<file path="config.mk">
export PLATFORM = sky130hd
export DESIGN_NAME = if_stage
export DESIGN_NICKNAME = d
export VERILOG_FILES = /design/src/rtl/if_stage_pkg.sv /design/src/rtl/fetch_buffer.sv /design/src/rtl/if_stage.sv
export SDC_FILE = /design/constraint.sdc
export NUM_CORES = 1
export LEC_CHECK = 0
export BUFFER_PORTS_ARGS = -buffer_cell sky130_fd_sc_hd__buf_4
export CAP_MARGIN = 40
export CORE_MARGIN = 4
export CORE_UTILIZATION = 45
export DETAILED_ROUTE_END_ITERATION = 7
export PLACE_DENSITY = 0.68
export SYNTH_ARGS = -nofsm -noshare
export SYNTH_HDL_FRONTEND = slang
export SYNTH_HIERARCHICAL = 1
export SYNTH_SLANG_ARGS = --single-unit
</file>
<file path="constraint.sdc">
create_clock -name clk -period 5 [get_ports clk]
set_input_delay 0.5 -clock clk [delete_from_list [all_inputs] [get_ports clk]]
set_output_delay 0.5 -clock clk [all_outputs]
set_load 0.005 [all_outputs]
</file>
<file path="src/rtl/if_stage_pkg.sv">
`default_nettype none
// ---------------------------------------------------------------------------
// if_stage_pkg : shared IF->ID record types and fetch constants
// Rev 1.0
// ---------------------------------------------------------------------------
package if_stage_pkg;

  localparam int XLEN        = 32;
  localparam int INSTR_BYTES = 4;

  typedef struct packed {
    logic [XLEN-1:0] PC;
    logic [XLEN-1:0] instruction;
    logic            valid;
  } if_stage_output_t;

  typedef struct packed {
    logic            flushEn;
    logic [XLEN-1:0] flushPC;
  } flush_req_t;

  typedef struct packed {
    logic stallEn;
    logic start;
  } stall_t;

endpackage
`default_nettype wire

</file>
<file path="src/rtl/fetch_buffer.sv">
`default_nettype none
// ---------------------------------------------------------------------------
// fetch_buffer : small FIFO with clear and same-cycle push/pop
// Rev 1.0
// ---------------------------------------------------------------------------
module fetch_buffer #(
  parameter  int DEPTH = 2,
  parameter  int DW    = 64,
  localparam int PW    = (DEPTH > 1) ? $clog2(DEPTH) : 1,
  localparam int CW    = $clog2(DEPTH + 1)
) (
  input  logic          clk,
  input  logic          rst,
  input  logic          i_clear,
  input  logic          i_push,
  input  logic [DW-1:0] i_pushData,
  input  logic          i_pop,
  output logic [DW-1:0] o_head,
  output logic [CW-1:0] o_count
);

  logic [DW-1:0] r_mem [DEPTH];
  logic [PW-1:0] r_rdPtr;
  logic [PW-1:0] r_wrPtr;
  logic [CW-1:0] r_count;
  logic          w_doPop;
  logic          w_doPush;

  function automatic logic [PW-1:0] ptr_inc(input logic [PW-1:0] p);
    return (p == PW'(DEPTH - 1)) ? '0 : p + PW'(1);
  endfunction

  // A push into a full FIFO is legal only when the head leaves in the same cycle.
  assign w_doPop  = i_pop && (r_count != '0);
  assign w_doPush = i_push && ((r_count != CW'(DEPTH)) || w_doPop);

  always_ff @(posedge clk) begin
    if (rst || i_clear) begin
      r_rdPtr <= '0;
      r_wrPtr <= '0;
      r_count <= '0;
    end else begin
      if (w_doPush) r_wrPtr <= ptr_inc(r_wrPtr);
      if (w_doPop)  r_rdPtr <= ptr_inc(r_rdPtr);
      r_count <= r_count + CW'(w_doPush) - CW'(w_doPop);
    end
  end

  always_ff @(posedge clk) begin
    if (w_doPush) r_mem[r_wrPtr] <= i_pushData;
  end

  assign o_head  = r_mem[r_rdPtr];
  assign o_count = r_count;

endmodule
`default_nettype wire

</file>
<file path="src/rtl/if_stage.sv">
`default_nettype none
// ---------------------------------------------------------------------------
// if_stage : PC generation, credit-limited imem fetch, buffered IF->ID record
// Rev 1.0
// ---------------------------------------------------------------------------
module if_stage
  import if_stage_pkg::*;
#(
  parameter int               WIDTH        = XLEN,
  parameter logic [WIDTH-1:0] RESET_VECTOR = '0,
  parameter int               BUF_DEPTH    = 2
) (
  input  logic             clk,
  input  logic             rst,
  input  logic             clkEn,
  input  flush_req_t       flush,
  input  stall_t           stall,
  output if_stage_output_t stageOutput,
  output logic             imemReqValid,
  output logic [WIDTH-1:0] imemReqAddr,
  input  logic             imemReqReady,
  input  logic             imemRespValid,
  input  logic [WIDTH-1:0] imemRespData
);

  localparam int CW = $clog2(BUF_DEPTH + 1);

  logic [WIDTH-1:0]   r_fetchPC;
  logic [CW-1:0]      r_inflight;
  logic [CW-1:0]      r_dropCnt;

  logic               w_fire;
  logic               w_resp;
  logic               w_flush;
  logic               w_keep;
  logic               w_bufPush;
  logic               w_bufPop;
  logic [CW-1:0]      w_bufCount;
  logic [CW-1:0]      w_aqCount;
  logic [2*WIDTH-1:0] w_bufHead;
  logic [WIDTH-1:0]   w_respAddr;
  logic [CW:0]        w_unused;

  // decode owns the bubble on stall.start; fetch only honours stallEn
  assign w_unused = {stall.start, w_aqCount};

  // Credits count every request still owed a response, including ones that will be dropped.
  assign imemReqValid = !rst && !flush.flushEn &&
                        (({1'b0, r_inflight} + {1'b0, w_bufCount}) < (CW+1)'(BUF_DEPTH));
  assign imemReqAddr  = r_fetchPC;

  assign w_fire    = clkEn && imemReqValid && imemReqReady;
  assign w_resp    = clkEn && imemRespValid;
  assign w_flush   = clkEn && flush.flushEn;
  assign w_keep    = w_resp && !flush.flushEn && (r_dropCnt == '0);
  assign w_bufPop  = clkEn && !flush.flushEn && !stall.stallEn && (w_bufCount != '0);
  assign w_bufPush = w_keep && (stall.stallEn || (w_bufCount != '0));

  fetch_buffer #(.DEPTH(BUF_DEPTH), .DW(WIDTH)) u_addrQ (
    .clk        (clk),
    .rst        (rst),
    .i_clear    (w_flush),
    .i_push     (w_fire),
    .i_pushData (r_fetchPC),
    .i_pop      (w_keep),
    .o_head     (w_respAddr),
    .o_count    (w_aqCount)
  );

  fetch_buffer #(.DEPTH(BUF_DEPTH), .DW(2*WIDTH)) u_instrBuf (
    .clk        (clk),
    .rst        (rst),
    .i_clear    (w_flush),
    .i_push     (w_bufPush),
    .i_pushData ({w_respAddr, imemRespData}),
    .i_pop      (w_bufPop),
    .o_head     (w_bufHead),
    .o_count    (w_bufCount)
  );

  always_ff @(posedge clk) begin
    if (rst) begin
      r_fetchPC   <= {RESET_VECTOR[WIDTH-1:2], 2'b00};
      r_inflight  <= '0;
      r_dropCnt   <= '0;
      stageOutput <= '0;
    end else if (clkEn) begin
      if (flush.flushEn) begin
        r_fetchPC         <= {flush.flushPC[WIDTH-1:2], 2'b00};
        r_inflight        <= r_inflight - CW'(w_resp);
        r_dropCnt         <= r_inflight - CW'(w_resp);
        stageOutput.valid <= 1'b0;
      end else begin
        if (w_fire) r_fetchPC <= r_fetchPC + WIDTH'(INSTR_BYTES);
        r_inflight <= r_inflight + CW'(w_fire) - CW'(w_resp);
        if (w_resp && (r_dropCnt != '0)) r_dropCnt <= r_dropCnt - CW'(1);
        if (!stall.stallEn) begin
          if (w_bufCount != '0) begin
            stageOutput <= '{PC: w_bufHead[2*WIDTH-1:WIDTH],
                             instruction: w_bufHead[WIDTH-1:0], valid: 1'b1};
          end else if (w_keep) begin
            stageOutput <= '{PC: w_respAddr, instruction: imemRespData, valid: 1'b1};
          end else begin
            stageOutput.valid <= 1'b0;
          end
        end
      end
    end
  end

endmodule
`default_nettype wire

</file>
==> out/qor.txt, run 1 <==
post-CTS sizing: 0
Power Density: 359 nW/um2
worst reg2reg setup slack: 1860 ps
core area: 28600 um2
syn avg cell area: 12.5 um2
Die Height: 178 um
Synth Flop Type: edfxtp_1
most frequent cells in the layout: edfxtp_1 (192), buf_4 (175), dfxtp_1 (105), nand2_1 (103), nor2_1 (95)
Reg2Reg Capture Point: r_inflight[1]
flops & latches, synth: 301
Flop pwr share: 48.4%
DP Worst Slack: 1800 ps
Clock transition at path regs: 60 ps
sequential cell area fraction in the yosys report: 60.9%
hold buffers post-CTS: 0
Pre-Repair DR Iteration Count: 5
CTS buffer count: 31
synth warn: 6
full die area: 31800 um2
Internal: 4480 uW
Clock Power Share: 45.7%
initial antenna violation count: 0
crit path launch type: flop
P_sw: 1210 uW
Clock Skews: 4.73 ps
Worst slew margin: 46.7%
RSZ-0062 raised after global routing: false
clk_lat worst skew: 560 ps
Tcrit/Tclk final: 62.9%
Hold Slack: 126 ps
WP data arrival: 3590 ps
vias: 8853
Crit Path Max Fanout: 6
Starting Density: 45.6%
kind of critical path: flop to flop
data required time of the worst path: 5450 ps
vias in the first global route: 8756
setup bufs post-CTS: 0
worst reg2reg path startpoint: r_inflight[0]
Logic pwr share: 5.9%
Max VDD drop: 0.249 mV
crit path to: r_inflight[1]
static leakage: 0.00580 uW
# DRC: 0
final hold vios: 0
Fillers: 2334
die width: 178 um
Final HPWL DP: 18600 um
commonest non-fill, non-tap cell in the layout: edfxtp_1
vias per std cell: 5.55
Synth cell types: 66
clock root cell: clkbuf_16
Tightest Pin Transition: 800 ps
Buffers on Ports: 164
CP Capture Type: flop
final net count: 1267
final wirelength: 30100 um
Final WS setup: 1860 ps
pin count of the biggest net entering global routing: 75
global-route wire length before repair: 47400 um
Detail Route Antenna Nets: 0
post-synthesis cell count: 1044
WL/cell: 18.9 um
HP Class: primary input to flop
deepest clock path buffer count: 3
Final Setup Violations: 0
share of cells above drive strength 1: 29.3%
max_cap viols: 0
Setup crit start: r_inflight[0]
P&R area growth vs syn: 21.3%
Iter 0 DRT Violations: 622
Mapped Area: 13100 um2
number of synthesized flops with an enable pin: 192
reg2reg path depth: 13
Min Clock Period, post-route: 3140 ps
async set-or-reset flop fraction in the synthesized netlist: 0%
switching share of power: 21.2%
GRT Residual Overflow: 0
htree depth: 1
CTS tree: done
n_diodes: 0
clock sinks: 301
gr usage total: 18.6%
GPL Wtd Cong: 0.871
max-slew violations: 0
f_max: 318 MHz
setup_tns: 0 ps
I/O pin total: 170
status: completed
num rows: 62
## critical path, stage by stage, from the launching register on
cell	delay [ps]
dfxtp_1	370
and2_1	160
fa_1	470
nand4bb_1	250
nor2_1	520
inv_1	170
ha_1	320
inv_1	40
ha_1	180
xnor2_1	140
nand2_1	70
o211ai_1	130
xor2_1	170
nor2_1	50
## flip-flops by register name, summed over array words and instances (netlist names), named ones only
| name | flops |
|---|---|
| u_addrQ/r_wrPtr | 1 |
| u_instrBuf/o_count | 2 |
| u_instrBuf/r_wrPtr | 1 |
| u_instrBuf/r_mem | 128 |
| r_dropCnt | 2 |
| u_addrQ/o_count | 2 |
| u_addrQ/r_mem | 64 |
| r_inflight | 2 |
| imemReqAddr | 30 |
| stageOutput | 65 |
| u_addrQ/r_rdPtr | 1 |
| u_instrBuf/r_rdPtr | 1 |
## stage by stage
stage	cell area, um2	instances	util, %	power [uW]
after floorplan	13100	1049	-	2960
after global placement	14500	1530	50.6	3130
after detailed placement	14600	1536	51.2	3140
after CTS	15800	1594	55.3	5730
after global routing	15800	1594	55.3	5890
final	15800	1594	55.3	5690
## cells in the mapped netlist (7+ instances only)
master      n  share of area (%)
a311oi_1   65                4.4
nor3_1     18               0.69
o21ai_0    81                3.1
edfxtp_1  192                 44
a21oi_1    27                1.0
dfxtp_1   109                 17
ha_1        9               0.86
and3_1      7               0.34
mux2_4     90                 10
inv_1      19               0.55
nor2_1    100                2.9
xnor2_1     7               0.47
nor4_1      7               0.34
nand2_1   103                3.0
mux2i_1     7               0.54
nand3_1    24               0.92
a31oi_1     7               0.34
clkbuf_1   59                1.7
## layout make-up
type	instances	area [um2]	area share (%)
tap	384	480	3.04
timing repair buffer	181	1470	9.30
clock inverter	22	372	2.35
inverter	21	78.8	0.498
clock buffer	36	805	5.08
sequential	301	7960	50.3
multi-input combinational	649	4660	29.5
## power groups by stage
stage | Clock [uW] | Sequential, uW | Combinational (uW)
after floorplan | 0 | 2790 | 174
after global placement | 0 | 2800 | 324
after detailed placement | 0 | 2800 | 337
after CTS | 2650 | 2750 | 338
after global routing | 2760 | 2760 | 374
final | 2600 | 2750 | 335
## per-layer routing
layer,global-route usage [%],vias to the layer above,part of all wire [%]
met5,0,-,0
met4,4.51,0,2.3
met3,3.07,51,6.7
met2,30.8,316,46
met1,25.7,4281,45
li1,-,4205,-
## worst min-delay path by stage
| stage | from | to | slack, ps | depth (start not counted) |
|---|---|---|---|---|
| after global routing | imemRespData[1] | u_instrBuf/r_mem[0][1] | 100 | 1 |
| after global placement | r_dropCnt[0] | r_dropCnt[0] | 440 | 2 |
| after floorplan | r_dropCnt[0] | r_dropCnt[0] | 430 | 2 |
| after CTS | imemRespData[4] | u_instrBuf/r_mem[1][4] | 100 | 1 |
| after detailed placement | r_dropCnt[0] | r_dropCnt[0] | 450 | 2 |
| final | imemRespData[24] | u_instrBuf/r_mem[1][24] | 130 | 1 |
## cell families (layout without fill, tap and decap cells)
family | Yosys count | in the layout | share of synthesized area [%]
flops | 301 | 301 | 60.9
mux | 103 | 103 | 11.4
fa+ha+maj | 10 | 10 | 1.02
compound gates | 226 | 226 | 11.9
buf+inv | 99 | 260 | 3.91
simple gates | 295 | 295 | 10.3
xor+xnor | 9 | 9 | 0.604
other cells | 1 | 6 | 0.0287
No activity file was read; power rests on OpenSTA's default activity.
==> inputs of run 2 (changes only) <==
==> constraint.sdc (replaced) <==
create_clock -name clk -period 2.7 [get_ports clk]
set_input_delay 0.27 -clock clk [delete_from_list [all_inputs] [get_ports clk]]
set_output_delay 0.27 -clock clk [all_outputs]
set_load 0.005 [all_outputs]
==> out/qor.txt, run 2 (synthesis results as in run 1) <==
Min Clock Period, post-route: 2590 ps
HP Class: primary input to flop
deepest clock path buffer count: 3
Tightest Pin Transition: 799 ps
fin area: 16300 um2
Util after Layout: 56.9%
data required time of the worst path: 3110 ps
Crit Path Max Fanout: 3
final wirelength: 30600 um
clock root cell: clkbuf_16
Iter 0 DRT Violations: 677
vias per std cell: 5.54
Pre-Repair DR Iteration Count: 7
Cell Chain, Critical Path: and2_4 -> fa_1 -> nand4bb_4 -> nor2_4 -> inv_2 -> ha_1 -> inv_1 -> ha_2 -> xnor2_1 -> nand2_1 -> o211ai_1 -> xor2_1 -> nor2_1
switching share of power: 22.1%
status: completed
I/O pin total: 170
Reg2Reg Capture Point: r_inflight[1]
Tcrit/Tclk final: 96.0%
Crit path buffers/inverters: 2
reg2reg path depth: 13
htree depth: 1
RSZ-0062 raised after global routing: true
share of cells above drive strength 1: 30.9%
hold path start: flush[12]
GPL Wtd Cong: 0.877
CTS tree: done
most frequent cells in the layout: buf_4 (197), edfxtp_1 (192), dfxtp_1 (105), nand2_1 (103), nor2_1 (94)
clock sinks: 301
# DRC: 0
WL/cell: 18.4 um
initial antenna violation count: 0
CP Capture Type: flop
pin count of the biggest net entering global routing: 73
gr usage total: 18.7%
crit path launch type: flop
Clock Skews: 17.9 ps
Logic pwr share: 7.1%
max-slew violations: 0
Final Setup Violations: 0
Clock transition at path regs: 70 ps
Buffers on Ports: 164
WP data arrival: 3000 ps
CTS buffer count: 31
Clock Power Share: 42.1%
Power Density: 614 nW/um2
vias: 9172
Worst slew margin: 46.8%
Largest register FFs: 128
max_cap viols: 0
Internal: 7800 uW
global-route wire length before repair: 47900 um
worst reg2reg path startpoint: u_instrBuf/o_count[0]
P&R area growth vs syn: 24.9%
f_max: 386 MHz
vias in the first global route: 8945
Die Height: 178 um
static leakage: 0.00605 uW
register name with the most flops: u_instrBuf/r_mem
Largest delay share family, worst path: adder cells
core area: 28600 um2
Regs by FF count: u_instrBuf/r_mem: 128 flops, stageOutput: 65 flops, u_addrQ/r_mem: 64 flops
Hold Slack: 27.6 ps
kind of critical path: flop to flop
full die area: 31800 um2
GRT Residual Overflow: 0
Slowest-stage cell, CP: fa_1
worst hold path endpoint: imemReqAddr[12]
Starting Density: 45.6%
DP Worst Slack: 116 ps
Flop pwr share: 50.7%
final net count: 1330
hold depth: 3
num rows: 62
Max VDD drop: 0.598 mV
setup bufs post-CTS: 0
commonest non-fill, non-tap cell in the layout: buf_4
die width: 178 um
crit-path max cell delay: 480 ps
n_diodes: 0
worst reg2reg setup slack: 110 ps
P_sw: 2210 uW
dpl cell area: 14900 um2
final hold vios: 0
Final HPWL DP: 19400 um
Detail Route Antenna Nets: 0
clk_lat worst skew: 560 ps
Final WS setup: 109 ps
## run 2: cell count changes in the layout (fill, tap and decap cells not counted), sizes merged
cell / before / now
clkinv: 6 / 14
clkbuf: 36 / 35
buf: 181 / 208
bufinv: 9 / 3
clkinvlp: 6 / 2
dlygate4sd3: 0 / 36
inv: 22 / 25
## run 2: how the worst max path moves through the flow
stage | cells after the start | slack, ps | from | endpoint
final | 13 | 110 | u_instrBuf/o_count[0] | r_inflight[1]
after global routing | 13 | -40 | u_instrBuf/o_count[0] | r_inflight[1]
after CTS | 13 | 90 | u_instrBuf/o_count[0] | r_inflight[1]
after detailed placement | 13 | 120 | u_instrBuf/o_count[0] | r_inflight[1]
after global placement | 13 | 110 | u_instrBuf/o_count[0] | r_inflight[1]
after floorplan | 15 | -80 | u_instrBuf/o_count[0] | r_inflight[1]
## run 2: metrics by stage
| step | instances | setup TNS (ps) | power, uW |
|---|---|---|---|
| final | 1657 | 0 | 10000 |
| after global routing | 1657 | -42.9 | 10400 |
| after global placement | 1563 | 0 | 5830 |
| after floorplan | 1049 | -415 | 5490 |
| after CTS | 1657 | 0 | 10100 |
| after detailed placement | 1563 | 0 | 5850 |
## run 2: layout make-up
type	count	area [um2]
Clock inverter	23	210
Clock buffer	35	811
Fill cell	2338	12300
Tap cell	384	480
Sequential cell	301	7960
Inverter	21	78.8
Multi-Input combinational cell	649	4710
Timing Repair Buffer	244	2050
## run 2: routing by layer
layer / GRT usage (%) / routed length [um] / vias up
li1: - / - / 4340
met1: 26.2 / 13400 / 4435
met2: 31.1 / 14400 / 355
met3: 2.76 / 2240 / 42
met4: 3.90 / 461 / 0
met5: 0 / 0 / -
## run 2: power groups by stage
stage          logic (uW)  registers [uW]  clock network (uW)
2_1_floorplan         331            5160                   0
3_3_place_gp          660            5170                   0
3_5_place_dp          671            5180                   0
4_1_cts               717            5080                4320
5_1_grt               787            5090                4500
6_report              713            5080                4220
## run 2: repair_timing
| item | CTS | global route |
|---|---|---|
| hold buffers | 36 | 0 |
| setup endpoints to repair | 0 | 2 |
| hold endpoints to repair | 98 | 0 |
| gates resized for setup | 0 | 1 |
## run 2: worst reg2reg max path, cell delays in order, from the launching register on
cell and delay, ps:
dfxtp_4 350, and2_4 150, fa_1 480, nand4bb_4 250, nor2_4 170, inv_2 60
ha_1 280, inv_1 60, ha_2 160, xnor2_1 100, nand2_1 60, o211ai_1 110
xor2_1 160, nor2_1 60
==> inputs of run 3 (changes only) <==
--- a/config.mk
+++ b/config.mk
@@ -7,10 +7,13 @@
 export LEC_CHECK = 0
 export BUFFER_PORTS_ARGS = -buffer_cell sky130_fd_sc_hd__buf_4
 export CAP_MARGIN = 40
+export CELL_PAD_IN_SITES_DETAIL_PLACEMENT = 1
+export CELL_PAD_IN_SITES_GLOBAL_PLACEMENT = 1
 export CORE_MARGIN = 4
-export CORE_UTILIZATION = 45
+export CORE_UTILIZATION = 42
 export DETAILED_ROUTE_END_ITERATION = 7
-export PLACE_DENSITY = 0.68
+export PLACE_DENSITY = 0.77
+export RECOVER_POWER = 25
 export SYNTH_ARGS = -nofsm -noshare
 export SYNTH_HDL_FRONTEND = slang
 export SYNTH_HIERARCHICAL = 1
==> out/qor.txt, run 3 (synthesis results as in run 1) <==
num rows: 64
clock sinks: 301
CTS buffer count: 34
Final WS setup: 21.8 ps
I/O pin total: 170
initial antenna violation count: 0
Largest delay share family, worst path: adder cells
n_diodes: 0
most frequent cells in the layout: edfxtp_1 (192), buf_4 (143), dfxtp_1 (105), nand2_1 (103), nor2_1 (94)
kind of critical path: flop to flop
Pre-Repair DR Iteration Count: 5
Detail Route Antenna Nets: 0
Largest register FFs: 128
Max VDD drop: 0.396 mV
WL/cell: 21.1 um
core area: 30600 um2
final hold vios: 0
CP Capture Type: flop
clock root cell: clkbuf_16
status: completed
WP data arrival: 3040 ps
Starting Density: 42.7%
max-slew violations: 0
max_cap viols: 0
DP Worst Slack: 15.4 ps
static leakage: 0.00586 uW
Die Height: 184 um
Power Density: 626 nW/um2
deepest clock path buffer count: 3
Buffers on Ports: 164
Reg area: 7960 um2
CTS tree: done
register name with the most flops: u_instrBuf/r_mem
final wirelength: 35300 um
full die area: 34000 um2
Clock transition at path regs: 60 ps
data required time of the worst path: 3060 ps
Tcrit/Tclk final: 99.2%
die width: 184 um
RSZ-0062 raised after global routing: true
Regs by FF count: u_instrBuf/r_mem: 128 flops, stageOutput: 65 flops, u_addrQ/r_mem: 64 flops
vias per std cell: 5.65
pin count of the biggest net entering global routing: 75
P&R area growth vs syn: 23.7%
final net count: 1335
vias: 9472
clk_lat worst skew: 510 ps
# DRC: 0
crit path launch type: flop
Final Setup Violations: 0
HP Class: primary input to flop
share of cells above drive strength 1: 26.9%
Multi-input gate area: 4750 um2
Slowest-stage cell, CP: fa_1
gr usage total: 20.5%
Crit path buffers/inverters: 2
Final HPWL DP: 22500 um
GRT Residual Overflow: 0
f_max: 373 MHz
Hold Slack: 47.6 ps
htree depth: 2
Min Clock Period, post-route: 2680 ps
Fillers: 3171
Crit Path Max Fanout: 4
vias in the first global route: 10024
Worst slew margin: 42.6%
crit-path max cell delay: 510 ps
commonest non-fill, non-tap cell in the layout: edfxtp_1
Tightest Pin Transition: 862 ps
Cell Chain, Critical Path: and2_4 -> fa_1 -> nand4bb_4 -> nor2_4 -> inv_2 -> ha_4 -> inv_2 -> ha_4 -> xnor2_2 -> nand2_1 -> o211ai_1 -> xor2_1 -> nor2_1
Iter 0 DRT Violations: 472
GPL Wtd Cong: 0.827
global-route wire length before repair: 55600 um
Clock Skews: 18.4 ps
## run 3: cell types whose count changed in the layout (fill, tap and decap cells not counted), moves of 3 or more
cell / delta
clkinv_1: +3
inv_6: -4
clkinv_2: -9
clkbuf_4: +18
clkbuf_1: +60
dlygate4sd3_1: -4
buf_12: -5
clkbuf_16: +6
buf_4: -54
bufinv_16: -3
## run 3: path summary, 6_finish.rpt
check	start	end	slack (ps)	cells past startpoint
setup / recovery	u_instrBuf/o_count[0]	r_inflight[1]	20	13
hold / removal	flush[29]	imemReqAddr[29]	50	3
setup reg to reg	u_instrBuf/o_count[0]	r_inflight[1]	20	13
hold reg to reg	r_dropCnt[0]	r_dropCnt[0]	450	2
## run 3: cell type report
type | count | share of cell area, %
clock buffers | 53 | 6.17
repair buffers | 246 | 11.3
flip-flops and latches | 301 | 49.3
inverters | 21 | 0.488
well taps | 396 | 3.07
clock inverters | 9 | 0.271
multi-input cells | 649 | 29.4
## run 3: report_power, final
group	total (uW)	switching (uW)	internal (uW)
combinational	710	386	324
sequential	5080	94.4	4990
clock	4310	1770	2540
total	10100	2250	7850
## run 3: what timing repair did
item                       4_1_cts  5_1_grt
hold buffers                    32        0
resized for setup                0        7
setup endpoints to repair        0        4
buffers inserted                 0        3
hold endpoints to repair        64        0
## run 3: per-stage QoR
step | setup TNS (ps) | total power [uW] | instance area, um2 | utilization [%] | cells
after floorplan | -415 | 5490 | 13200 | - | 1049
after global placement | 0 | 5840 | 14900 | 48.7 | 1578
after detailed placement | 0 | 5870 | 14900 | 48.7 | 1578
after CTS | 0 | 10200 | 16200 | 53.1 | 1672
after global routing | -30.5 | 10500 | 16100 | 52.8 | 1675
final | 0 | 10100 | 16100 | 52.8 | 1675
## run 3: tightest hold or removal path, stage by stage
cell and delay (ps):
buf_4 90, a32oi_1 40, o21ai_0 120
## run 3: routing by layer
layer  vias up  track usage (%)  share of wire (%)
met5         -                0                  0
met4         0             4.44                1.6
li1       4347                -                  -
met1      4800             27.1                 44
met2       280             35.7                 49
met3        45             3.30                5.3
